[config.mk]
export PLATFORM = sky130hd
export DESIGN_NAME = param_fifo
export DESIGN_NICKNAME = d
export VERILOG_FILES = /design/src/rtl/param_fifo_pkg.sv /design/src/rtl/param_fifo_ram.sv /design/src/rtl/param_fifo.sv
export SDC_FILE = /design/constraint.sdc
export NUM_CORES = 1
export LEC_CHECK = 0
export ABC_AREA = 1
export CORE_MARGIN = 4
export CORE_UTILIZATION = 60
export DETAILED_ROUTE_END_ITERATION = 8
export PLACE_DENSITY = 0.84
export SKIP_CTS_REPAIR_TIMING = 1
export SLEW_MARGIN = 20
export SYNTH_ARGS = -nofsm -noshare
export SYNTH_HDL_FRONTEND = slang
export SYNTH_SLANG_ARGS = --single-unit
export TNS_END_PERCENT = 5
[constraint.sdc]
create_clock -name clk -period 4 [get_ports clk]
set_clock_uncertainty 0.05 [all_clocks]
set_input_delay 0.8 -clock clk [delete_from_list [all_inputs] [get_ports clk]]
set_output_delay 0.8 -clock clk [all_outputs]
set_load 0.005 [all_outputs]
[src/rtl/param_fifo_pkg.sv]
// Shared definitions for the parametrised single-clock FIFO: default
// geometry, a depth helper that stays sane for degenerate widths, and the
// occupancy type used at the default geometry.
package param_fifo_pkg;

   localparam int DEFAULT_ADDR_WIDTH = 4;
   localparam int DEFAULT_DATA_WIDTH = 8;

   // Occupancy needs one bit more than the address so that DEPTH itself fits.
   typedef logic [DEFAULT_ADDR_WIDTH:0] count_t;

   // Number of RAM entries for a given address width; never returns zero so
   // that elaboration can reach the parameter checks instead of failing on
   // an empty array first.
   function automatic int depth_of(input int addr_width);
      if (addr_width < 1) begin
         return 1;
      end
      return 1 << addr_width;
   endfunction

endpackage

[src/rtl/param_fifo_ram.sv]
// Simple dual-port storage for param_fifo: one synchronous write port and
// one asynchronous read port. The asynchronous read lets the controller
// either register the word (standard mode) or expose it directly
// (first-word-fall-through) from the same array.
module param_fifo_ram
   import param_fifo_pkg::*;
#(
   parameter int ADDR_WIDTH = DEFAULT_ADDR_WIDTH,
   parameter int DATA_WIDTH = DEFAULT_DATA_WIDTH
) (
   input  logic                  clk,
   input  logic                  we,
   input  logic [ADDR_WIDTH-1:0] waddr,
   input  logic [DATA_WIDTH-1:0] wdata,
   input  logic [ADDR_WIDTH-1:0] raddr,
   output logic [DATA_WIDTH-1:0] rdata
);

   localparam int DEPTH = depth_of(ADDR_WIDTH);

   logic [DATA_WIDTH-1:0] mem [0:DEPTH-1];

   // Store the incoming word on an accepted write; contents are never cleared.
   always_ff @(posedge clk) begin
      if (we) begin
         mem[waddr] <= wdata;
      end
   end

   assign rdata = mem[raddr];

endmodule

[src/rtl/param_fifo.sv]
// Parametrised synchronous FIFO controller: pointers, occupancy count,
// status flags, sticky error flags, synchronous flush and the read port.
// Define PARAM_FIFO_FWFT_EN for first-word-fall-through reads; by default
// rd_data is registered one cycle after an accepted read.
module param_fifo
   import param_fifo_pkg::*;
#(
   parameter int ADDR_WIDTH      = DEFAULT_ADDR_WIDTH,
   parameter int DATA_WIDTH      = DEFAULT_DATA_WIDTH,
   parameter int ALMOST_FULL_TH  = 14,
   parameter int ALMOST_EMPTY_TH = 2
) (
   input  logic                  clk,
   input  logic                  reset,
   input  logic                  flush,
   input  logic                  wr_en,
   input  logic [DATA_WIDTH-1:0] wr_data,
   input  logic                  rd_en,
   output logic [DATA_WIDTH-1:0] rd_data,
   output logic                  rd_valid,
   output logic                  full,
   output logic                  empty,
   output logic                  almost_full,
   output logic                  almost_empty,
   output logic [ADDR_WIDTH:0]   count,
   output logic                  overflow,
   output logic                  underflow
);

   localparam int DEPTH = depth_of(ADDR_WIDTH);
   localparam int CNT_W = ADDR_WIDTH + 1;

   localparam logic [ADDR_WIDTH:0] DEPTH_CNT = CNT_W'(DEPTH);
   localparam logic [ADDR_WIDTH:0] AF_TH     = CNT_W'(ALMOST_FULL_TH);
   localparam logic [ADDR_WIDTH:0] AE_TH     = CNT_W'(ALMOST_EMPTY_TH);
   localparam logic [ADDR_WIDTH:0] PTR_ONE   = {{ADDR_WIDTH{1'b0}}, 1'b1};

   // Reject illegal configurations while elaborating.
   if (ADDR_WIDTH < 1) begin : g_chk_addr
      $error("param_fifo: ADDR_WIDTH must be at least 1");
   end
   if ((ALMOST_FULL_TH < 1) || (ALMOST_FULL_TH > DEPTH)) begin : g_chk_af
      $error("param_fifo: ALMOST_FULL_TH must lie in 1..DEPTH");
   end
   if ((ALMOST_EMPTY_TH < 0) || (ALMOST_EMPTY_TH > DEPTH - 1)) begin : g_chk_ae
      $error("param_fifo: ALMOST_EMPTY_TH must lie in 0..DEPTH-1");
   end

   logic [ADDR_WIDTH:0]   wr_ptr;
   logic [ADDR_WIDTH:0]   rd_ptr;
   logic [ADDR_WIDTH:0]   count_next;
   logic                  wr_acc;
   logic                  rd_acc;
   logic                  ram_we;
   logic [DATA_WIDTH-1:0] ram_rdata;

   // Flags come only from the registered count, so they never depend
   // combinationally on this cycle's requests.
   assign full         = (count == DEPTH_CNT);
   assign empty        = (count == '0);
   assign almost_full  = (count >= AF_TH);
   assign almost_empty = (count <= AE_TH);

   // Acceptance looks at the pre-edge state only: a read never frees a slot
   // for a same-cycle write, and a write never feeds a same-cycle read.
   assign wr_acc     = wr_en & ~full;
   assign rd_acc     = rd_en & ~empty;
   assign count_next = count + CNT_W'(wr_acc) - CNT_W'(rd_acc);

   // A flushed or reset cycle must not disturb storage.
   assign ram_we = wr_acc & ~flush & ~reset;

   param_fifo_ram #(
      .ADDR_WIDTH (ADDR_WIDTH),
      .DATA_WIDTH (DATA_WIDTH)
   ) u_ram (
      .clk   (clk),
      .we    (ram_we),
      .waddr (wr_ptr[ADDR_WIDTH-1:0]),
      .wdata (wr_data),
      .raddr (rd_ptr[ADDR_WIDTH-1:0]),
      .rdata (ram_rdata)
   );

   // Pointers, occupancy and sticky error flags; flush outranks requests.
   always_ff @(posedge clk or posedge reset) begin
      if (reset) begin
         wr_ptr    <= '0;
         rd_ptr    <= '0;
         count     <= '0;
         overflow  <= 1'b0;
         underflow <= 1'b0;
      end else if (flush) begin
         wr_ptr    <= '0;
         rd_ptr    <= '0;
         count     <= '0;
         overflow  <= 1'b0;
         underflow <= 1'b0;
      end else begin
         if (wr_acc) begin
            wr_ptr <= wr_ptr + PTR_ONE;
         end
         if (rd_acc) begin
            rd_ptr <= rd_ptr + PTR_ONE;
         end
         count <= count_next;
         if (wr_en && full) begin
            overflow <= 1'b1;
         end
         if (rd_en && empty) begin
            underflow <= 1'b1;
         end
      end
   end

`ifdef PARAM_FIFO_FWFT_EN
   // The head word is visible whenever the FIFO holds data.
   assign rd_data  = empty ? '0 : ram_rdata;
   assign rd_valid = ~empty;
`else
   // Capture the head word on an accepted read and strobe rd_valid for one
   // cycle; rd_data otherwise holds, including across a flush.
   always_ff @(posedge clk or posedge reset) begin
      if (reset) begin
         rd_data  <= '0;
         rd_valid <= 1'b0;
      end else if (flush) begin
         rd_valid <= 1'b0;
      end else begin
         rd_valid <= rd_acc;
         if (rd_acc) begin
            rd_data <= ram_rdata;
         end
      end
   end
`endif

endmodule

# Word level (Yosys, flattened, before mapping)

Memories as Yosys holds them, arrays and structs flattened. A register that Yosys moved wholly into a read port is not among the register bits.
Index checks and enable logic that the tools add are counted.
Widths: inputs -> output; s select.

Register bits after elaboration: 18
Latch bits: 0
RAM bits: 128
Bits in read-only memories: 0
Bits of input ports: 13
Output and inout port bits: 20
Word-level logic and storage cells: 42
Memories: 1

Add/sub/neg operators: 4
$mul: 0
Div/mod/pow operators: 0
Magnitude comparators: 2
Equal/unequal tests: 1
Shift-type cells: 0
Multiplexer cells: 12
Bitwise gates (word level): 8
Reduce and logical (&&, ||, !) cells: 8

Memory list:

| name      | words | bits a word | read ports | clocked after memory_dff | wr ports | RTL line             | text |
|---|---|---|---|---|---|---|---|
| u_ram.mem | 16    | 8           | 1          | 1                        | 1        | param_fifo_ram.sv:21 | `logic [DATA_WIDTH-1:0] mem [0:DEPTH-1];` |

Operator list:

| cell                | number |
|---|---|
| $mux 5              | 5 |
| $add 5x1->5 const B | 2 |
| $reduce_bool 2->1   | 4 |
| $mux 1              | 7 |
| $add 5x1->5         | 1 |
| $eq 5x5->1 const B  | 1 |
| $ge 5x4->1 const B  | 1 |
| $le 5x2->1 const B  | 1 |
| $logic_not 5->1     | 1 |
| $sub 5x1->5         | 1 |
| $and 1x1->1         | 4 |
| $not 1->1           | 4 |
| $logic_and 1x1->1   | 2 |
| $reduce_and 2->1    | 1 |

# Depth between registers and ports, before layout

Depth in word-level cells: 7
Mapped depth: 14
Mapped depth without buffers: 14

# Cells and area by module

From an unflattened synthesis, not the netlist that was laid out.

Cell total of the unflattened synthesis: 710
Area total of the unflattened synthesis: 7,008.0 um^2

Modules (own cells, without submodules):

| module         | instances | cells each | area each (um^2) | seq. area each (um^2) |
|---|---|---|---|---|
| param_fifo_ram | 1         | 543        | 5,606.6          | 3,843.7 |
| param_fifo     | 1         | 167        | 1,401.3          | 600.6 |

# Least setup slack after synthesis

OpenSTA, ideal clock, no wires.

Path kind: register to register
From: reg count[2]
To: reg count[4]
Setup time: 0.133 ns
Arrival time: 2.389 ns
Required time: 3.817 ns
Path slack: 1.428 ns
Stages on the path, launching flop included: 15
Buffers on the path: 0
Clock period less this slack: 2.572 ns
Cell sequence: dfrtp_1 -> inv_1 -> ha_1 -> nand4_1 -> nand2_1 -> inv_2 -> nor2_1 -> inv_2 -> nand2_1 -> ha_1 -> inv_1 -> fa_1 -> o31ai_1 -> xor2_1 -> nor2_1

Longest elaborated chain between the ends: 6
Elaborated cells on any way between the ends: 9
Those cells by class: add/sub: 2; eq/ne: 1; mux: 1; bitwise: 4; reduce/logical: 1

Ends and longest elaborated chain:

| element                | RTL line          | text |
|---|---|---|
| from (decl)            | param_fifo.sv:25  | `output logic [ADDR_WIDTH:0] count,` |
| from (signal assigned) | param_fifo.sv:106 | `count <= count_next;` |
| $eq 5x5->1             | param_fifo.sv:59  | `assign full = (count == DEPTH_CNT);` |
| $not 1->1              | param_fifo.sv:66  | `assign wr_acc = wr_en & ~full;` |
| $and 1x1->1            | param_fifo.sv:66  |  |
| $add 5x1->5            | param_fifo.sv:68  | `assign count_next = count + CNT_W'(wr_acc) - CNT_W'(rd_acc);` |
| $sub 5x1->5 (*)        | param_fifo.sv:68  |  |
| $mux 5 (*)             | param_fifo.sv:93  | `end else if (flush) begin` |

Mark *: on every way between the ends. The rest lies on a longest branch, timed or not.
A chain may end at the register's enable or synchronous reset.

# Worst setup path in the final report

Same ends and word-level chain as after synthesis.

==> metrics.cfg <==
[run_status]
run_status=completed

[floorplanning]
die_outline_area_um2=13200
floorplan.initialDensity=0.622
die-height_um=115
row_count=38
die_w_um=115
io_pins=33
fp.coreArea_um2=11000

[layout]
insertedDiodeCount=0
num-nets-final=741
syn2layout_area_growth_pct=13.1
share_of_layout_cells_above_drive_strength_1=0.117
final_util=0.703
layout_common_cells=214 x nand2_1, 128 x edfxtp_1, 103 x nand3_1
layout.cells.most_common=nand2_1
design_area_um2=7760
final_cells=865

[timing]
final_max_slew_viol_count=0
final.period_utilization=0.732
slew_headroom=0.277
fmax_ghz=0.342
final-setup-viol-count=0
final-hold-violation-count=0
worst_pin_slew_ns=1.08
setup_tns_ns=0
fin_crit_ns=2.93
rsz0062_at_grt=no

[synth]
netlist.area_leader.share=0.560
synth.area.top_cells=edfxtp_1 56%, nand2_1 12%, dfrtp_1 8.8%
synth-seq-area-share=0.648
yosys_warnings=0
postSynthAreaPerCell_um2=10.0
cell_area_after_synthesis_um2=6860
synth_cells=686
ff_latch_count_synth=152
yosys.area.top_type=edfxtp_1
synthDistinctLibCells=25
synth_fp_nets=715

[grt]
grt_first_pass_wirelength_um=24500
antenna_found_initial=0
grt_remaining_overflow=0
grt_usage=0.253
use_met1=0.311
pin_count_of_the_biggest_net_entering_global_routing=67
top_usage_layer=met2
grt_pass1_vias=4809
grt_met3_use=0.0753
grt.met2_usage=0.421

[cts]
clock_sinks=152
tritoncts_clock_tree=done
clockBufferDepth=2
clk_root_buffer_cell=clkbuf_16
cts.reportedPaths.clkPinSlew_ns=0.06
htreeDepth=4
total_clock_buffers_created_by_cts=17
clk_latency_ns=0.43

[hold_path]
hold_start=rd_data[3]
timing.hold.worst_path_depth=2
min_path_type=flop to flop
min_delay_worst_endpoint=rd_data[3]

[place]
cell_area_after_placement_um2=7190
hpwlAfterDp_um=9760
placedCellCount=833
numPortBuffers=32
globalplace.congestion=0.925

[setup_path]
rrSetupSlack_ns=1.07
worstReg2RegEnd=count[4]
crit_path_cell_trace=inv_1 -> ha_1 -> nand4_1 -> nand2_1 -> inv_2 -> nor2_1 -> inv_2 -> nand2_1 -> ha_1 -> inv_1 -> fa_1 -> o31ai_1 -> xor2_1 -> nor2_1
cp_slowest_stage_delay_ns=0.43
critPathKind=flop to flop
signal_arrival_time_at_the_worst_endpoint_ns=3.18
critical_path.endpoint_type=flop
cp.required_ns=4.25
cp_slowest_cell=dfrtp_1
crit-reg2reg-launch=count[2]
worst_r2r_path_depth=14
maximum_fanout_encountered_on_the_critical_timing_path=6
start_kind=flop

[detailed_routing]
drt_iter0_drc=506
drt-vias-per-instance=5.56
vias=4806
wl_um=15600
first_pass_iters=6
wl_per_cell_um=18.1
drcViolationCount=0
ant_nets=0

[power]
max-vdd-ir-drop_uv=426
power.leakage_nw=3.33
power_density_nw_per_um2=590

[job]
drv.max_cap_violation_count=0

-- cell usage after synthesis, drive strengths merged --
cell type and instances:
dfrtp 24, buf 24, xor2 2, fa 1
inv 122, nand2 215, nor2 24, o21a 1
nand3 103, edfxtp 128, clkbuf 3, a21oi 8
o31ai 1, nor3 3, o21ai 10, nand4 2
ha 15
-- kinds of logic after synthesis --
family,share of synthesized area
DFF,0.648
buffers and inverters,0.0930
AOI/OAI and AO/OA,0.0153
xor gates and xnor gates,0.00255
adders and majority gates,0.0303
and+or+nand+nor,0.211
-- layout make-up --
type | instances | area [um2]
Clock inverter | 13 | 131
Clock buffer | 19 | 433
Tap cell | 140 | 175
Fill cell | 720 | 3270
Inverter | 122 | 458
Multi-Input combinational cell | 385 | 1780
Sequential cell | 152 | 4450
Timing Repair Buffer | 34 | 335
-- report_power, final --
group	internal, mW	total [mW]	leakage, nW	switching (mW)
Clock	0.910	1.52	0.266	0.613
Sequential	1.81	1.88	1.46	0.0692
Combinational	0.429	1.18	1.60	0.750
-- worst max-delay path by stage --
stage | start | end | slack, ns | depth (start not counted)
detailed placement | wr_en | count[4] | 0.84 | 12
global route | count[2] | count[4] | 0.84 | 14
CTS | count[2] | count[4] | 1.08 | 14
finish | count[2] | count[4] | 1.07 | 14
global placement | wr_en | count[4] | 0.92 | 12
floorplan | count[2] | count[4] | 1.43 | 14
-- registers in the layout (all words and copies together) (netlist names) --
signal     count
u_ram.mem    128
underflow      1
count          5
rd_ptr         4
rd_data        8
overflow       1
rd_valid       1
wr_ptr         4
-- layer usage --
metal  up-vias  part of all wire
met3        51             0.090
li1       2260                 -
met4         0             0.030
met2       230              0.49
met5         -                 0
met1      2265              0.39
-- through the flow --
step / power [mW] / setup WS, ns / hold WS (ns)
finish: 4.58 / 1.07 / 0.434
global route: 4.80 / 0.836 / 0.461
CTS: 4.57 / 1.08 / 0.438
detailed placement: 3.04 / 0.843 / 0.422
global placement: 3.01 / 0.921 / 0.411
floorplan: 2.65 / 1.43 / 0.422
-- critical path, delay by kind of cell (launching register included) --
kind,cells,cell delay (ns)
adder cells (fa/ha/maj),3,0.78
AND/OR/NAND/NOR,5,0.70
flip-flops,1,0.43
buffers and inverters,4,0.35
AO/OA/AOI/OAI,1,0.32
XOR/XNOR,1,0.17
Power figures use the tool's default switching activity.
